===== config.mk =====
export PLATFORM = sky130hd
export DESIGN_NAME = pid_seq
export DESIGN_NICKNAME = d
export VERILOG_FILES = /design/src/rtl/pid_seq.sv
export SDC_FILE = /design/constraint.sdc
export NUM_CORES = 1
export LEC_CHECK = 0
export CORE_MARGIN = 5
export CORE_UTILIZATION = 45
export CTS_CLUSTER_DIAMETER = 150
export CTS_CLUSTER_SIZE = 30
export DETAILED_ROUTE_END_ITERATION = 7
export PLACE_DENSITY_LB_ADDON = 0.08
export SYNTH_ARGS = -nofsm -noshare
export SYNTH_HDL_FRONTEND = slang
export SYNTH_SLANG_ARGS = --single-unit

===== constraint.sdc =====
create_clock -name clk -period 10.5 [get_ports clk]
set_input_delay 2.1 -clock clk [delete_from_list [all_inputs] [get_ports clk]]
set_output_delay 2.1 -clock clk [all_outputs]
set_load 0.005 [all_outputs]

===== src/rtl/pid_seq.sv =====
// pid_seq: four-state sequencer that turns one heading sample into a saturated PID command,
// strobing the external integrator between the error and derivative stages.
module pid_seq #(
   parameter logic [3:0] P_COEFF = 4'd3,
   parameter logic [4:0] D_COEFF = 5'd5
) (
   input  logic        clk,
   input  logic        rst_n,
   input  logic        moving,
   input  logic        hdng_vld,
   input  logic [11:0] heading,
   input  logic [11:0] dsrd_hdng,
   input  logic [11:0] I_term,
   output logic [9:0]  err_sat,
   output logic        int_en,
   output logic [13:0] PID,
   output logic        pid_vld,
   output logic        busy,
   output logic        overrun
);
   typedef enum logic [1:0] {IDLE, PTERM, DTERM, SUM} state_t;
   state_t state_q, state_d;
   logic signed [9:0]  err_sat_q, err_sat_d, prev_err_q, prev_err_d;
   logic signed [13:0] p_q, p_d, d_q, d_d, pid_q, pid_d;
   logic               pid_vld_q, pid_vld_d, overrun_q, overrun_d;
   logic signed [11:0] diff;
   logic signed [9:0]  err_clip;
   logic signed [10:0] dd;
   logic signed [7:0]  dd_clip;
   logic signed [15:0] sum;
   logic signed [13:0] sum_clip;
   // modulo-4096 subtraction makes the compass wrap fall out as a signed 12-bit error
   assign diff     = heading - dsrd_hdng;
   assign err_clip = diff > 12'sd511 ? 10'sd511 : diff < -12'sd512 ? 10'sh200 : diff[9:0];
   assign dd       = {err_sat_q[9], err_sat_q} - {prev_err_q[9], prev_err_q};
   assign dd_clip  = dd > 11'sd127 ? 8'sd127 : dd < -11'sd128 ? 8'sh80 : dd[7:0];
   assign sum      = 16'(p_q) + 16'($signed(I_term)) + 16'(d_q);
   assign sum_clip = sum > 16'sd8191 ? 14'sd8191 : sum < -16'sd8192 ? 14'sh2000 : sum[13:0];
   always_comb begin
      state_d    = state_q;
      err_sat_d  = err_sat_q;
      prev_err_d = prev_err_q;
      p_d        = p_q;
      d_d        = d_q;
      pid_d      = pid_q;
      pid_vld_d  = 1'b0;
      overrun_d  = hdng_vld & moving & (state_q != IDLE);
      if (!moving) begin
         state_d    = IDLE;
         err_sat_d  = '0;
         prev_err_d = '0;
         p_d        = '0;
         d_d        = '0;
         pid_d      = '0;
      end else begin
         case (state_q)
            IDLE: if (hdng_vld) begin
               err_sat_d = err_clip;
               state_d   = PTERM;
            end
            PTERM: begin
               p_d     = 14'(err_sat_q) * 14'($signed({1'b0, P_COEFF}));
               state_d = DTERM;
            end
            DTERM: begin
               d_d     = 14'(dd_clip) * 14'($signed({1'b0, D_COEFF}));
               state_d = SUM;
            end
            SUM: begin
               pid_d      = sum_clip;
               pid_vld_d  = 1'b1;
               prev_err_d = err_sat_q;
               state_d    = IDLE;
            end
         endcase
      end
   end
   always_ff @(posedge clk or negedge rst_n) begin
      if (!rst_n) begin
         state_q    <= IDLE;
         err_sat_q  <= '0;
         prev_err_q <= '0;
         p_q        <= '0;
         d_q        <= '0;
         pid_q      <= '0;
         pid_vld_q  <= 1'b0;
         overrun_q  <= 1'b0;
      end else begin
         state_q    <= state_d;
         err_sat_q  <= err_sat_d;
         prev_err_q <= prev_err_d;
         p_q        <= p_d;
         d_q        <= d_d;
         pid_q      <= pid_d;
         pid_vld_q  <= pid_vld_d;
         overrun_q  <= overrun_d;
      end
   end
   assign err_sat = err_sat_q;
   assign PID     = pid_q;
   assign pid_vld = pid_vld_q;
   assign overrun = overrun_q;
   assign busy    = state_q != IDLE;
   assign int_en  = state_q == PTERM;
endmodule


After elaboration in Yosys (flattened, before gate mapping)
Index checks and enable logic that the tools add are counted.
{"block": "classes", "eq_ne": 9, "bitwise": 2, "reduce_logical": 3, "multipliers": 2, "mux": 22, "n_addsub": 4, "n_lt_le_gt_ge": 6}
{"operator": "two-way mux 14 bit", "n": 8}
{"operator": "two-way mux 10 bit", "n": 7}
{"operator": "adder 15 x 14 -> 16 bit", "n": 1}
{"operator": "greater-than comparator 16 x 14 -> 1 bit, second input constant", "n": 1}
{"operator": "< comparator 16 x 14 -> 1 bit, second input constant", "n": 1}
{"operator": "two-way mux 8 bit", "n": 2}
{"operator": "adder 14 x 12 -> 15 bit", "n": 1}
{"operator": "multiplier 10 x 3 -> 13 bit, second input constant", "n": 1}
{"operator": "greater-than comparator 12 x 10 -> 1 bit, second input constant", "n": 1}
{"operator": "< comparator 12 x 10 -> 1 bit, second input constant", "n": 1}
{"operator": "multiplier 8 x 4 -> 12 bit, second input constant", "n": 1}
{"operator": "subtractor 12 bit", "n": 1}
{"operator": "greater-than comparator 11 x 8 -> 1 bit, second input constant", "n": 1}
{"operator": "< comparator 11 x 8 -> 1 bit, second input constant", "n": 1}
{"operator": "subtractor 10 x 10 -> 11 bit", "n": 1}
{"operator": "!= test 2 x 1 -> 1 bit, second input constant", "n": 5}
{"operator": "case mux 2 bit (4 select lines)", "n": 1}
{"operator": "equality test 2 bit, second input constant", "n": 2}
{"operator": "two-way mux 2 bit", "n": 2}
{"operator": "!= test 3 bit, second input constant", "n": 1}
{"operator": "bitwise AND 1 bit", "n": 2}
{"operator": "equality test 2 x 1 -> 1 bit, second input constant", "n": 1}
{"operator": "logical NOT 2 bit", "n": 1}
{"operator": "two-way mux 1 bit", "n": 2}
{"operator": "2 further kinds", "n": 2}
{"block": "word_totals", "register_bits": 66, "wordCells": 56, "input_bits": 40}

Logic depth before layout (Yosys ltp)
Gate-level depths: netlist (run 1).
{"block": "depth", "depth_word": 7, "ltp_mapped": 22, "depth_no_buf": 22}

Least setup slack after synthesis (run 1)
No wires, ideal clock.
{"block": "synth_path", "path_type": "input-to-reg", "start": "input port I_term[1]", "end": "register pid_q[12], in the netlist PID[12]", "setup_time_ps": 126, "stages": 12, "arrival_ps": 4804, "setup_slack_ps": 5570, "path_cell_list": "fa_1 -> ha_1 -> fa_1 -> a21o_1 -> a21oi_1 -> o21ai_1 -> a211oi_2 -> o31ai_2 -> mux2i_1 -> and2_1 -> buf_2 -> a221o_1"}
{"block": "synth_via", "elab_chain_len": 7}
{"element": "start: declaration", "line": "13", "text": "input logic [11:0] I_term,"}
{"element": "adder 14 x 12 -> 15 bit *", "line": "37", "text": "assign sum = 16'(p_q) + 16'($signed(I_term)) + 16'(d_q);"}
{"element": "adder 15 x 14 -> 16 bit *", "line": "37"}
{"element": "< comparator 16 x 14 -> 1 bit", "line": "38", "text": "assign sum_clip = sum > 16'sd8191 ? 14'sd8191 : sum < -16'sd8192 ? 14'sh2000 : sum[13:0];"}
{"element": "two-way mux 14 bit", "line": "38"}
{"element": "two-way mux 14 bit *", "line": "38"}
{"element": "two-way mux 14 bit *", "line": "56", "text": "case (state_q)"}
{"element": "two-way mux 14 bit *", "line": "48", "text": "if (!moving) begin"}
{"element": "end signal: assignment", "line": "94", "text": "pid_q <= pid_d;"}
{"element": "end: declaration", "line": "24", "text": "logic signed [13:0] p_q, p_d, d_q, d_d, pid_q, pid_d;"}
Mark *: on every way between the ends. The rest lies on a longest branch, timed or not. The select of a mux whose other input is x is not followed.
A chain may end at the register's enable or synchronous reset.

Worst setup path after layout (run 1)
{"block": "layout_path", "start": "input port I_term[1]", "end": "register pid_q[7], in the netlist PID[7]"}
Same word-level chain as after synthesis.

==> impl_metrics.prom, run 1 <==
# TYPE chip_impl_metric gauge
chip_impl_metric{name="portBuffers",unit=""} 67
chip_impl_metric{name="clock_tree.htree_level_count",unit=""} 3
chip_impl_metric{name="drv_slew",unit=""} 0
chip_impl_metric{name="mappedNetlistNets",unit=""} 693
chip_impl_metric{name="post_synthesis_register_bit_count",unit=""} 63
chip_impl_metric{name="mappedNetlistArea",unit="um^2"} 5508
chip_impl_metric{name="die_w",unit="um"} 120.6
chip_impl_metric{name="finish.instance_area",unit="um^2"} 6631
chip_impl_info{name="rsz0062_at_grt",value="false"} 1
chip_impl_metric{name="timing.clock.skew",unit="ps"} 6.292
chip_impl_info{name="category_of_the_most_critical_setup_path",value="input port to flip-flop"} 1
chip_impl_metric{name="start_util",unit=""} 0.4585
chip_impl_metric{name="placed_area",unit="um^2"} 6319
chip_impl_metric{name="total_leakage_power",unit="nW"} 3.091
chip_impl_metric{name="worstRegToRegCells",unit=""} 22
chip_impl_metric{name="ir_drop_worst_case_vdd",unit="V"} 0.0002297
chip_impl_metric{name="fmaxAchievable",unit="MHz"} 190.8
chip_impl_metric{name="worst_ep_arrival_time",unit="ps"} 5500
chip_impl_metric{name="postCtsResizedCells",unit=""} 0
chip_impl_metric{name="final.fill_count",unit=""} 1089
chip_impl_metric{name="num-nets-final",unit=""} 758
chip_impl_metric{name="setup_total_negative_slack",unit="ps"} 0
chip_impl_info{name="crit_path_cell_trace",value="clkdlybuf4s50_1 > fa_1 > ha_1 > fa_1 > a21o_1 > a21oi_1 > o21ai_1 > a211oi_2 > o31ai_2 > mux2i_1 > and2_1 > a221o_1"} 1
chip_impl_metric{name="fp.dieH",unit="um"} 120.6
chip_impl_metric{name="post_drt_wl_per_cell",unit="um"} 16.00
chip_impl_metric{name="synthesis.yosys.warnings",unit=""} 0
chip_impl_metric{name="crit_path_largest_cell_delay",unit="ps"} 480
chip_impl_metric{name="dr_iter_0_viols",unit=""} 191
chip_impl_info{name="setup.worst_path.end_class",value="flip-flop"} 1
chip_impl_metric{name="ff2ff_setup_slack",unit="ps"} 5340
chip_impl_metric{name="worstSkewPairLatency",unit="ps"} 330
chip_impl_metric{name="num_io_pins",unit=""} 68
chip_impl_metric{name="preCtsSetupSlack",unit="ps"} 4917
chip_impl_metric{name="number_of_cts_inserted_buffers",unit=""} 9
chip_impl_metric{name="synthDominantCellAreaShare",unit=""} 0.2862
chip_impl_metric{name="crit_required",unit="ps"} 10760
chip_impl_info{name="min-delay-path-class",value="flip-flop to flip-flop"} 1
chip_impl_metric{name="synth-edff-count",unit=""} 0
chip_impl_metric{name="detail_route.first_pass.iterations",unit=""} 4
chip_impl_metric{name="power.density",unit="nW/um^2"} 326.8
chip_impl_metric{name="first_global_vias",unit=""} 4376
chip_impl_metric{name="place_hpwl",unit="um"} 9869
chip_impl_metric{name="finalCriticalPeriod",unit="ps"} 5241
chip_impl_metric{name="clock-sinks",unit=""} 63
chip_impl_metric{name="cts_hold_repair.buffers",unit=""} 0
chip_impl_metric{name="route.vias.total",unit=""} 4295
chip_impl_metric{name="setup-violations-final",unit=""} 0
chip_impl_metric{name="syn2layout_area_growth",unit="%"} 20.40
chip_impl_metric{name="drc",unit=""} 0
chip_impl_metric{name="n_antenna_cell",unit=""} 0
chip_impl_metric{name="route.final.wire_length",unit="um"} 12490
chip_impl_metric{name="setup_ws",unit="ps"} 5259
chip_impl_metric{name="largest_net_degree_at_the_start_of_global_routing",unit=""} 64
chip_impl_metric{name="number_of_distinct_standard_cells_referenced_by_the_synthesized_netlist",unit=""} 58
chip_impl_metric{name="worst_pin_slew",unit="ps"} 931.5
chip_impl_metric{name="clkSlewWorstSetupHoldPaths",unit="ps"} 50
chip_impl_metric{name="synth_async_sr_flop_share",unit=""} 1.000
chip_impl_metric{name="total_power",unit="mW"} 2.167
chip_impl_metric{name="place_congestion",unit=""} 0.8542
chip_impl_metric{name="multi_input_comb_area",unit="um^2"} 3701
chip_impl_metric{name="final.period_utilization",unit=""} 0.4991
chip_impl_metric{name="syn_avg_cell_area",unit="um^2"} 9.748
chip_impl_info{name="ctsRootBufferMaster",value="clkbuf_16"} 1
chip_impl_metric{name="part_of_the_yosys_area_used_for_sequential_elements",unit=""} 0.2862
chip_impl_info{name="primary_flip_flop_cell_chosen_by_synthesis_mapping",value="dfrtp_1"} 1
chip_impl_metric{name="max-slew-margin-rel",unit=""} 0.3777
chip_impl_metric{name="hold_viol",unit=""} 0
chip_impl_metric{name="gr-total-overflow",unit=""} 0
chip_impl_info{name="critical_path.startpoint_type",value="input port"} 1
chip_impl_info{name="cpMostUsedCell",value="fa_1"} 1
chip_impl_metric{name="post-cts-setup-buffers",unit=""} 0
chip_impl_metric{name="postSynthCellCount",unit=""} 565
chip_impl_metric{name="area_of_the_placeable_core",unit="um^2"} 12010
chip_impl_metric{name="fp.dieArea",unit="um^2"} 14550
chip_impl_info{name="cts_tree",value="done"} 1
chip_impl_metric{name="drv.max_cap_violation_count",unit=""} 0
chip_impl_metric{name="vias_per_cell",unit=""} 5.499
chip_impl_metric{name="antenna_violating_nets_post_route",unit=""} 0
chip_impl_metric{name="ctsLongestPathBuffers",unit=""} 2
chip_impl_metric{name="post_route_cells_drive_above_1_share",unit=""} 0.05836
chip_impl_info{name="timing.critical_path.slowest_stage_cell",value="fa_1"} 1
chip_impl_metric{name="crit_fanout",unit=""} 9
chip_impl_info{name="synth.cells.most_frequent",value="ha_1, dfrtp_1, inv_1, nor2b_1, nor2_1"} 1
chip_impl_info{name="ys_top_cells_by_area",value="dfrtp_1, ha_1, fa_1, mux2i_1, nor2b_1"} 1
chip_impl_metric{name="global_route_usage_over_all_layers",unit=""} 0.1827
chip_impl_metric{name="placement_rows",unit=""} 40
chip_impl_info{name="run_status",value="completed"} 1
chip_impl_metric{name="final-seq-area",unit="um^2"} 1577
chip_impl_metric{name="grt_antenna_before_repair",unit=""} 0
chip_impl_info{name="synth.most_common_cell",value="ha_1"} 1
chip_impl_info{name="synth_top_cell_by_area",value="dfrtp_1"} 1
chip_impl_metric{name="grt_pass1_wl",unit="um"} 21200
chip_impl_metric{name="min_path_cells",unit=""} 2
per-stage QoR:
step | hold slack (ps) | std cells | util
after CTS | 493.2 | 781 | 0.5521
after global routing | 532.7 | 781 | 0.5521
after global placement | 478.4 | 766 | 0.5260
final | 492.6 | 781 | 0.5521
after floorplan | 473.3 | 565 | -
after detailed placement | 482.2 | 766 | 0.5260
state kept, by name (all words and copies together) (netlist names):
register and count:
overrun 1, prev_err_q 10, PID 14, pid_vld 1, err_sat 10, d_q 12, p_q 13, state_q 2
cell usage in the layout, fill, tap and decap left out, drive strengths merged, types with 4 or more instances in the layout:
cell type | Yosys | layout
ha | 70 | 70
clkdlybuf4s50 | 0 | 66
dfrtp | 63 | 63
inv | 45 | 45
nor2b | 38 | 38
nor2 | 35 | 35
mux2i | 32 | 32
a21oi | 30 | 30
o21ai | 26 | 26
xnor2 | 24 | 24
nand2 | 23 | 23
a21o | 20 | 20
fa | 18 | 18
a221o | 14 | 14
o21a | 13 | 13
xor2 | 11 | 11
clkbuf | 12 | 11
and2 | 9 | 9
nor3 | 7 | 7
a211oi | 7 | 7
o211ai | 6 | 6
o31ai | 6 | 6
a22o | 5 | 5
a21boi | 5 | 5
or3 | 5 | 5
nand2b | 4 | 4
buf | 4 | 4
metal layers:
metal  share of wire  routed length [um]  up-vias  GRT usage
met5               0                   0        -          0
met1            0.46                5763     2030     0.2315
met4           0.014                 177        0    0.05241
li1                -                   -     2157          -
met2            0.48                6036       94     0.3165
met3           0.041                 516       14    0.03601
worst paths after layout:
check | start | to
max | I_term[1] | PID[7]
max reg2reg | err_sat[0] | d_q[12]
min reg2reg | PID[0] | PID[0]
max in group asynchronous | rst_n | prev_err_q[8]
min | PID[0] | PID[0]
min in group asynchronous | rst_n | PID[9]
layout make-up:
type	count	share of cell area
inverters	45	0.02547
well taps	147	0.02774
repair buffers	70	0.1038
multi-input cells	441	0.5581
flip-flops and latches	63	0.2377
clock inverters	4	0.01057
clock buffers	11	0.03660
worst max-delay path: cells and delay by family:
kind / cells / cell delay, ps
AO/OA/AOI/OAI: 6 / 1150
adder cells (fa/ha/maj): 3 / 1120
buffers and inverters: 1 / 440
multiplexers: 1 / 330
AND/OR/NAND/NOR: 1 / 370
cell families (layout without fill, tap and decap cells):
family	Yosys count	count (layout)	synth area share
AOI/OAI and AO/OA	152	152	0.2088
xor gates and xnor gates	35	35	0.05566
adders and majority gates	88	88	0.2244
buffers and inverters	61	130	0.04180
DFF	63	63	0.2862
muxes	32	32	0.05816
and+or+nand+nor	134	134	0.1249
power breakdown:
part / switching [mW] / internal (mW)
Clock: 0.104 / 0.212
Combinational: 0.790 / 0.706
Sequential: 0.0621 / 0.293
Note: power is estimated with default switching activity, not from simulation.
==> inputs of run 2 (changes only) <==
clock period = 4.8 ns   (was 10.5 ns; I/O delays follow)
==> run 2 against run 1 <==
Compared with the run above: register-to-register slack worse by 5100 ps; critical path depth rose by 7; via count is 0.79% higher; clock skew hardly changed; worst setup slack got worse by 5000 ps; non-clock buffer count increased by 17; largest cell class unchanged; critical path type is now flip-flop to flip-flop; worst hold slack got worse by 11 ps; critical endpoint is now d_q[12]; global-route usage increased by 0.44 points; sequential cell count did not move; first-iteration DRC count increased by 54%.
==> impl_metrics.prom, run 2 (synthesis gave the netlist of run 1 again) <==
# TYPE chip_impl_metric gauge
chip_impl_metric{name="switching_share_of_total_power",unit=""} 0.4321
chip_impl_metric{name="number_of_cts_inserted_buffers",unit=""} 9
chip_impl_metric{name="grt_antenna_before_repair",unit=""} 0
chip_impl_metric{name="post_drt_wl_per_cell",unit="um"} 16.16
chip_impl_metric{name="crit_path_largest_cell_delay",unit="ps"} 420
chip_impl_metric{name="crit_fanout",unit=""} 6
chip_impl_info{name="min-delay-path-class",value="flip-flop to flip-flop"} 1
chip_impl_metric{name="route.final.wire_length",unit="um"} 12880
chip_impl_metric{name="crit_required",unit="ps"} 5060
chip_impl_metric{name="drv.max_cap_violation_count",unit=""} 0
chip_impl_metric{name="preCtsSetupSlack",unit="ps"} 105.7
chip_impl_metric{name="clkSlewWorstSetupHoldPaths",unit="ps"} 50
chip_impl_metric{name="die_w",unit="um"} 120.6
chip_impl_metric{name="worstSkewPairLatency",unit="ps"} 330
chip_impl_metric{name="hold_viol",unit=""} 0
chip_impl_metric{name="cts_hold_repair.buffers",unit=""} 0
chip_impl_metric{name="setup_ws",unit="ps"} 220.2
chip_impl_metric{name="fp.dieArea",unit="um^2"} 14550
chip_impl_metric{name="worst_ep_arrival_time",unit="ps"} 4840
chip_impl_metric{name="placed_area",unit="um^2"} 6386
chip_impl_metric{name="finalCriticalPeriod",unit="ps"} 4580
chip_impl_info{name="setup.worst_path.end_class",value="flip-flop"} 1
chip_impl_metric{name="route.vias.total",unit=""} 4329
chip_impl_metric{name="total_leakage_power",unit="nW"} 3.167
chip_impl_metric{name="cp_num_buf_inv",unit=""} 0
chip_impl_info{name="ctsRootBufferMaster",value="clkbuf_16"} 1
chip_impl_metric{name="drc",unit=""} 0
chip_impl_metric{name="area_of_the_placeable_core",unit="um^2"} 12010
chip_impl_metric{name="start_util",unit=""} 0.4585
chip_impl_metric{name="global_route_usage_over_all_layers",unit=""} 0.1870
chip_impl_info{name="run_status",value="completed"} 1
chip_impl_metric{name="num-nets-final",unit=""} 775
chip_impl_metric{name="drv_slew",unit=""} 0
chip_impl_metric{name="power.sequential.fraction",unit=""} 0.149
chip_impl_metric{name="ctsLongestPathBuffers",unit=""} 2
chip_impl_metric{name="final.period_utilization",unit=""} 0.9541
chip_impl_info{name="final_cell_mix",value="ha_1, clkdlybuf4s50_1, dfrtp_1"} 1
chip_impl_metric{name="final-seq-area",unit="um^2"} 1577
chip_impl_metric{name="post_route_cells_drive_above_1_share",unit=""} 0.09231
chip_impl_metric{name="holdWs",unit="ps"} 481.4
chip_impl_metric{name="worst_pin_slew",unit="ps"} 988.7
chip_impl_metric{name="clockPowerShare",unit=""} 0.125
chip_impl_metric{name="fp.dieH",unit="um"} 120.6
chip_impl_metric{name="power.density",unit="nW/um^2"} 737.7
chip_impl_metric{name="vias_per_cell",unit=""} 5.432
chip_impl_metric{name="final.fill_count",unit=""} 1087
chip_impl_metric{name="finish.instance_area",unit="um^2"} 6795
chip_impl_metric{name="antenna_violating_nets_post_route",unit=""} 0
chip_impl_info{name="category_of_the_most_critical_setup_path",value="flip-flop to flip-flop"} 1
chip_impl_metric{name="first_global_vias",unit=""} 4508
chip_impl_metric{name="p_sw",unit="mW"} 2.166
chip_impl_metric{name="power.internal",unit="mW"} 2.847
chip_impl_metric{name="max-slew-margin-rel",unit=""} 0.3409
chip_impl_metric{name="clock_tree.htree_level_count",unit=""} 3
chip_impl_metric{name="portBuffers",unit=""} 67
chip_impl_metric{name="setup-violations-final",unit=""} 0
chip_impl_metric{name="largest_net_degree_at_the_start_of_global_routing",unit=""} 45
chip_impl_metric{name="total_power",unit="mW"} 5.013
chip_impl_metric{name="grt_pass1_wl",unit="um"} 21710
chip_impl_info{name="final_common_cell",value="ha_1"} 1
chip_impl_info{name="timing.critical_path.slowest_stage_cell",value="dfrtp_1"} 1
chip_impl_metric{name="ir_drop_worst_case_vdd",unit="V"} 0.0004641
chip_impl_metric{name="gr-total-overflow",unit=""} 0
chip_impl_metric{name="fmaxAchievable",unit="MHz"} 218.3
chip_impl_info{name="worst_path_dominant_cell_family",value="compound AO/OA/AOI/OAI gates"} 1
chip_impl_info{name="cts_tree",value="done"} 1
chip_impl_metric{name="util_after_layout",unit=""} 0.5657
chip_impl_info{name="critical_path.startpoint_type",value="flip-flop"} 1
chip_impl_metric{name="multi_input_comb_area",unit="um^2"} 3770
chip_impl_info{name="crit_path_cell_trace",value="ha_1 > nor2b_4 > o31a_1 > o31ai_4 > o211ai_2 > a2111o_1 > o31ai_4 > o21a_1 > ha_4 > ha_4 > fa_2 > a21o_1 > a21o_1 > a21o_1 > a21o_1 > nand2_1 > xnor2_1 > mux2i_1 > nor2b_1"} 1
chip_impl_metric{name="dr_iter_0_viols",unit=""} 294
chip_impl_metric{name="n_antenna_cell",unit=""} 0
chip_impl_metric{name="place_congestion",unit=""} 0.8809
chip_impl_metric{name="place_hpwl",unit="um"} 10190
chip_impl_metric{name="largest_register_ff_count",unit=""} 14
chip_impl_metric{name="comb_power_share",unit=""} 0.725
chip_impl_metric{name="detail_route.first_pass.iterations",unit=""} 4
chip_impl_metric{name="placement_rows",unit=""} 40
chip_impl_info{name="cpMostUsedCell",value="a21o_1"} 1
chip_impl_metric{name="syn2layout_area_growth",unit="%"} 23.38
chip_impl_metric{name="clock-sinks",unit=""} 63
chip_impl_metric{name="timing.clock.skew",unit="ps"} 5.975
chip_impl_metric{name="num_io_pins",unit=""} 68
## run 2: changes by cell type in the layout (fill, tap and decap cells not counted), moves of 2 or more
cell	before	now
clkbuf_1	1	3
ha_1	70	67
ha_4	0	3
clkinv_2	2	0
buf_4	3	20
## run 2: worst paths after layout
check / from / end / slack, ps / cells past startpoint
setup reg to reg: err_sat[1] / d_q[12] / 220 / 19
min in group asynchronous: rst_n / PID[0] / 800 / 1
hold / removal: PID[0] / PID[0] / 480 / 2
setup / recovery: err_sat[1] / d_q[12] / 220 / 19
hold reg to reg: PID[0] / PID[0] / 480 / 2
max in group asynchronous: rst_n / prev_err_q[9] / 3170 / 2
## run 2: layout make-up
cell class                 count  share of cell area
clock inverter                 1            0.004419
multi-input combinational    441              0.5548
inverter                      45             0.02486
tap                          147             0.02707
sequential                    63              0.2320
timing repair buffer          87              0.1201
clock buffer                  13             0.03683
## run 2: repair_timing
action / in CTS / in global routing
setup endpoints to repair: 0 / 2
gates resized for setup: 0 / 13
buffers inserted: 0 / 8
## run 2: stage by stage
stage | std cells | setup TNS [ps]
final | 797 | 0
after global routing | 797 | -38.85
after CTS | 789 | 0
after detailed placement | 775 | 0
after global placement | 775 | 0
after floorplan | 565 | 0
## run 2: per-layer routing
layer  track usage  vias up  share of wire
li1              -     2168              -
met1        0.2336     2052           0.45
met2        0.3137       87           0.48
met3       0.04069       22          0.042
met4       0.07649        0          0.030
met5             0        -              0
## run 2: worst min-delay path, stage by stage, from the launching register on
cell and delay (ps):
dfrtp_1 330, nand2_1 50, o21ai_0 60
## run 2: power by group through the flow
stage	clock network [mW]	logic (mW)	registers, mW
2_1_floorplan	0	2.48	0.743
3_3_place_gp	0	3.25	0.755
3_5_place_dp	0	3.29	0.758
4_1_cts	0.646	3.32	0.751
5_1_grt	0.670	4.08	0.766
6_report	0.628	3.64	0.749
==> inputs of run 3 (changes only) <==
SLEW_MARGIN = 20   (was not set)
==> run 3 against run 2 <==
Compared with the run above: sequential power about the same; critical path depth unchanged; register-to-register slack about the same; global-route usage unchanged; worst hold slack unchanged; final area about the same; total power about the same; combinational power about the same; first-iteration DRC count unchanged; sequential share of layout area about the same; clock skew unchanged; critical path type unchanged.
==> impl_metrics.prom, run 3 (synthesis gave the netlist of run 1 again) <==
# TYPE chip_impl_metric gauge
chip_impl_info{name="run_status",value="completed"} 1
chip_impl_metric{name="crit_path_largest_cell_delay",unit="ps"} 420
chip_impl_info{name="crit_path_cell_trace",value="ha_1 > nor2b_4 > o31a_1 > o31ai_4 > o211ai_2 > a2111o_1 > o31ai_4 > o21a_1 > ha_4 > ha_4 > fa_2 > a21o_1 > a21o_1 > a21o_1 > a21o_1 > nand2_1 > xnor2_1 > mux2i_1 > nor2b_1"} 1
chip_impl_metric{name="first_global_vias",unit=""} 4508
chip_impl_metric{name="worstSkewPairLatency",unit="ps"} 330
chip_impl_metric{name="holdWs",unit="ps"} 481.4
chip_impl_info{name="timing.critical_path.to",value="d_q[12]"} 1
chip_impl_metric{name="route.vias.total",unit=""} 4329
chip_impl_metric{name="ctsLongestPathBuffers",unit=""} 2
chip_impl_metric{name="n_antenna_cell",unit=""} 0
chip_impl_metric{name="dr_iter_0_viols",unit=""} 294
chip_impl_metric{name="largest_register_ff_count",unit=""} 14
chip_impl_metric{name="route.final.wire_length",unit="um"} 12880
chip_impl_metric{name="final.fill_count",unit=""} 1086
chip_impl_metric{name="hold_viol",unit=""} 0
chip_impl_info{name="setup.worst_path.end_class",value="flip-flop"} 1
chip_impl_metric{name="global_route_usage_over_all_layers",unit=""} 0.1870
chip_impl_info{name="critPathLaunch",value="err_sat[1]"} 1
chip_impl_metric{name="setup-violations-final",unit=""} 0
chip_impl_metric{name="ir_drop_worst_case_vdd",unit="V"} 0.0004641
chip_impl_metric{name="detail_route.first_pass.iterations",unit=""} 4
chip_impl_metric{name="final.period_utilization",unit=""} 0.9541
chip_impl_info{name="r2r_end",value="d_q[12]"} 1
chip_impl_info{name="worst_r2r_startpoint",value="err_sat[1]"} 1
chip_impl_metric{name="num-nets-final",unit=""} 775
chip_impl_metric{name="fp.dieArea",unit="um^2"} 14550
chip_impl_metric{name="place_hpwl",unit="um"} 10190
chip_impl_metric{name="total_leakage_power",unit="nW"} 3.168
chip_impl_metric{name="fp.dieH",unit="um"} 120.6
chip_impl_info{name="cpMostUsedCell",value="a21o_1"} 1
chip_impl_metric{name="portBuffers",unit=""} 67
chip_impl_metric{name="drc",unit=""} 0
chip_impl_metric{name="syn2layout_area_growth",unit="%"} 23.42
chip_impl_metric{name="crit_required",unit="ps"} 5060
chip_impl_metric{name="area_of_the_placeable_core",unit="um^2"} 12010
chip_impl_metric{name="total_power",unit="mW"} 5.013
chip_impl_metric{name="finalCriticalPeriod",unit="ps"} 4580
chip_impl_metric{name="fmaxAchievable",unit="MHz"} 218.3
chip_impl_info{name="critical_path.startpoint_type",value="flip-flop"} 1
chip_impl_metric{name="placement_rows",unit=""} 40
chip_impl_metric{name="drv.max_cap_violation_count",unit=""} 0
chip_impl_metric{name="power.density",unit="nW/um^2"} 737.4
chip_impl_info{name="cts_tree",value="done"} 1
chip_impl_metric{name="ff2ff_setup_slack",unit="ps"} 220
chip_impl_metric{name="antenna_violating_nets_post_route",unit=""} 0
chip_impl_metric{name="die_w",unit="um"} 120.6
chip_impl_metric{name="placedCellCount",unit=""} 775
chip_impl_metric{name="clkSlewWorstSetupHoldPaths",unit="ps"} 50
chip_impl_metric{name="max-slew-margin-rel",unit=""} 0.3451
chip_impl_metric{name="drv_slew",unit=""} 0
chip_impl_info{name="category_of_the_most_critical_setup_path",value="flip-flop to flip-flop"} 1
chip_impl_metric{name="clock-sinks",unit=""} 63
chip_impl_metric{name="vias_per_cell",unit=""} 5.432
chip_impl_info{name="ctsRootBufferMaster",value="clkbuf_16"} 1
chip_impl_info{name="final_cell_mix",value="ha_1, clkdlybuf4s50_1, dfrtp_1"} 1
chip_impl_metric{name="timing.clock.skew",unit="ps"} 5.975
chip_impl_info{name="timing.critical_path.slowest_stage_cell",value="dfrtp_1"} 1
chip_impl_metric{name="crit_fanout",unit=""} 6
chip_impl_metric{name="start_util",unit=""} 0.4585
chip_impl_metric{name="post_drt_wl_per_cell",unit="um"} 16.16
chip_impl_metric{name="number_of_cts_inserted_buffers",unit=""} 9
chip_impl_metric{name="instances_no_fill",unit=""} 797
chip_impl_metric{name="largest_net_degree_at_the_start_of_global_routing",unit=""} 45
chip_impl_info{name="min-delay-path-class",value="flip-flop to flip-flop"} 1
chip_impl_metric{name="gr-total-overflow",unit=""} 0
chip_impl_metric{name="clock_tree.htree_level_count",unit=""} 3
chip_impl_metric{name="worst_pin_slew",unit="ps"} 980.3
chip_impl_metric{name="num_io_pins",unit=""} 68
chip_impl_metric{name="post_route_cells_drive_above_1_share",unit=""} 0.09231
chip_impl_info{name="final_common_cell",value="ha_1"} 1
chip_impl_metric{name="grt_pass1_wl",unit="um"} 21710
chip_impl_metric{name="grt_antenna_before_repair",unit=""} 0
chip_impl_metric{name="worstRegToRegCells",unit=""} 19
chip_impl_metric{name="worst_ep_arrival_time",unit="ps"} 4840
chip_impl_metric{name="place_congestion",unit=""} 0.8809
==> run 3: how the worst min path moves through the flow <==
stage | start | endpoint | slack, ps | cells past startpoint
after CTS | PID[0] | PID[0] | 480 | 2
after global routing | PID[0] | PID[0] | 500 | 2
after detailed placement | PID[0] | PID[0] | 470 | 2
after global placement | PID[2] | PID[2] | 470 | 2
final | PID[0] | PID[0] | 480 | 2
after floorplan | PID[0] | PID[0] | 470 | 2
==> run 3: through the flow <==
step                worst slack, ps  utilization  cell area, um^2  TNS (ps)
detailed placement            105.7       0.5317             6386         0
CTS                           70.23       0.5550             6666         0
global route                 -38.85       0.5659             6798    -38.85
floorplan                     166.3            -             5508         0
finish                        220.2       0.5659             6798         0
global placement              232.6       0.5317             6386         0
==> run 3: worst max-delay path, delay by kind of cell, from the launching register on <==
kind	cells	cell delay [ps]
AOI/OAI and AO/OA	10	2480
xor gates and xnor gates	1	120
adders and majority gates	4	1080
DFF	1	420
muxes	1	100
and+or+nand+nor	3	330
==> run 3: power breakdown <==
group | leakage [nW] | switching, mW | total [mW] | internal, mW
Sequential | 0.864 | 0.107 | 0.749 | 0.642
Combinational | 2.17 | 1.84 | 3.64 | 1.80
Clock | 0.136 | 0.218 | 0.628 | 0.410
==> run 3: what timing repair did <==
item,CTS,global route
setup buffers,0,8
setup endpoints to repair,0,2
hold buffers,0,0
gates resized for setup,0,13
==> run 3: routing by layer <==
layer | vias up | wire length [um] | global-route usage
li1 | 2168 | - | -
met1 | 2052 | 5750 | 0.2336
met2 | 87 | 6198 | 0.3137
met3 | 22 | 538 | 0.04069
met4 | 0 | 389 | 0.07649
met5 | - | 0 | 0
==> run 3: final cells by class <==
type / instances / area [um^2] / share of cell area
inverters: 45 / 168.9 / 0.02485
multi-input cells: 441 / 3770 / 0.5546
clock buffers: 13 / 250.2 / 0.03681
repair buffers: 87 / 818.3 / 0.1204
flip-flops and latches: 63 / 1577 / 0.2319
clock inverters: 1 / 30.03 / 0.004417
well taps: 147 / 183.9 / 0.02706
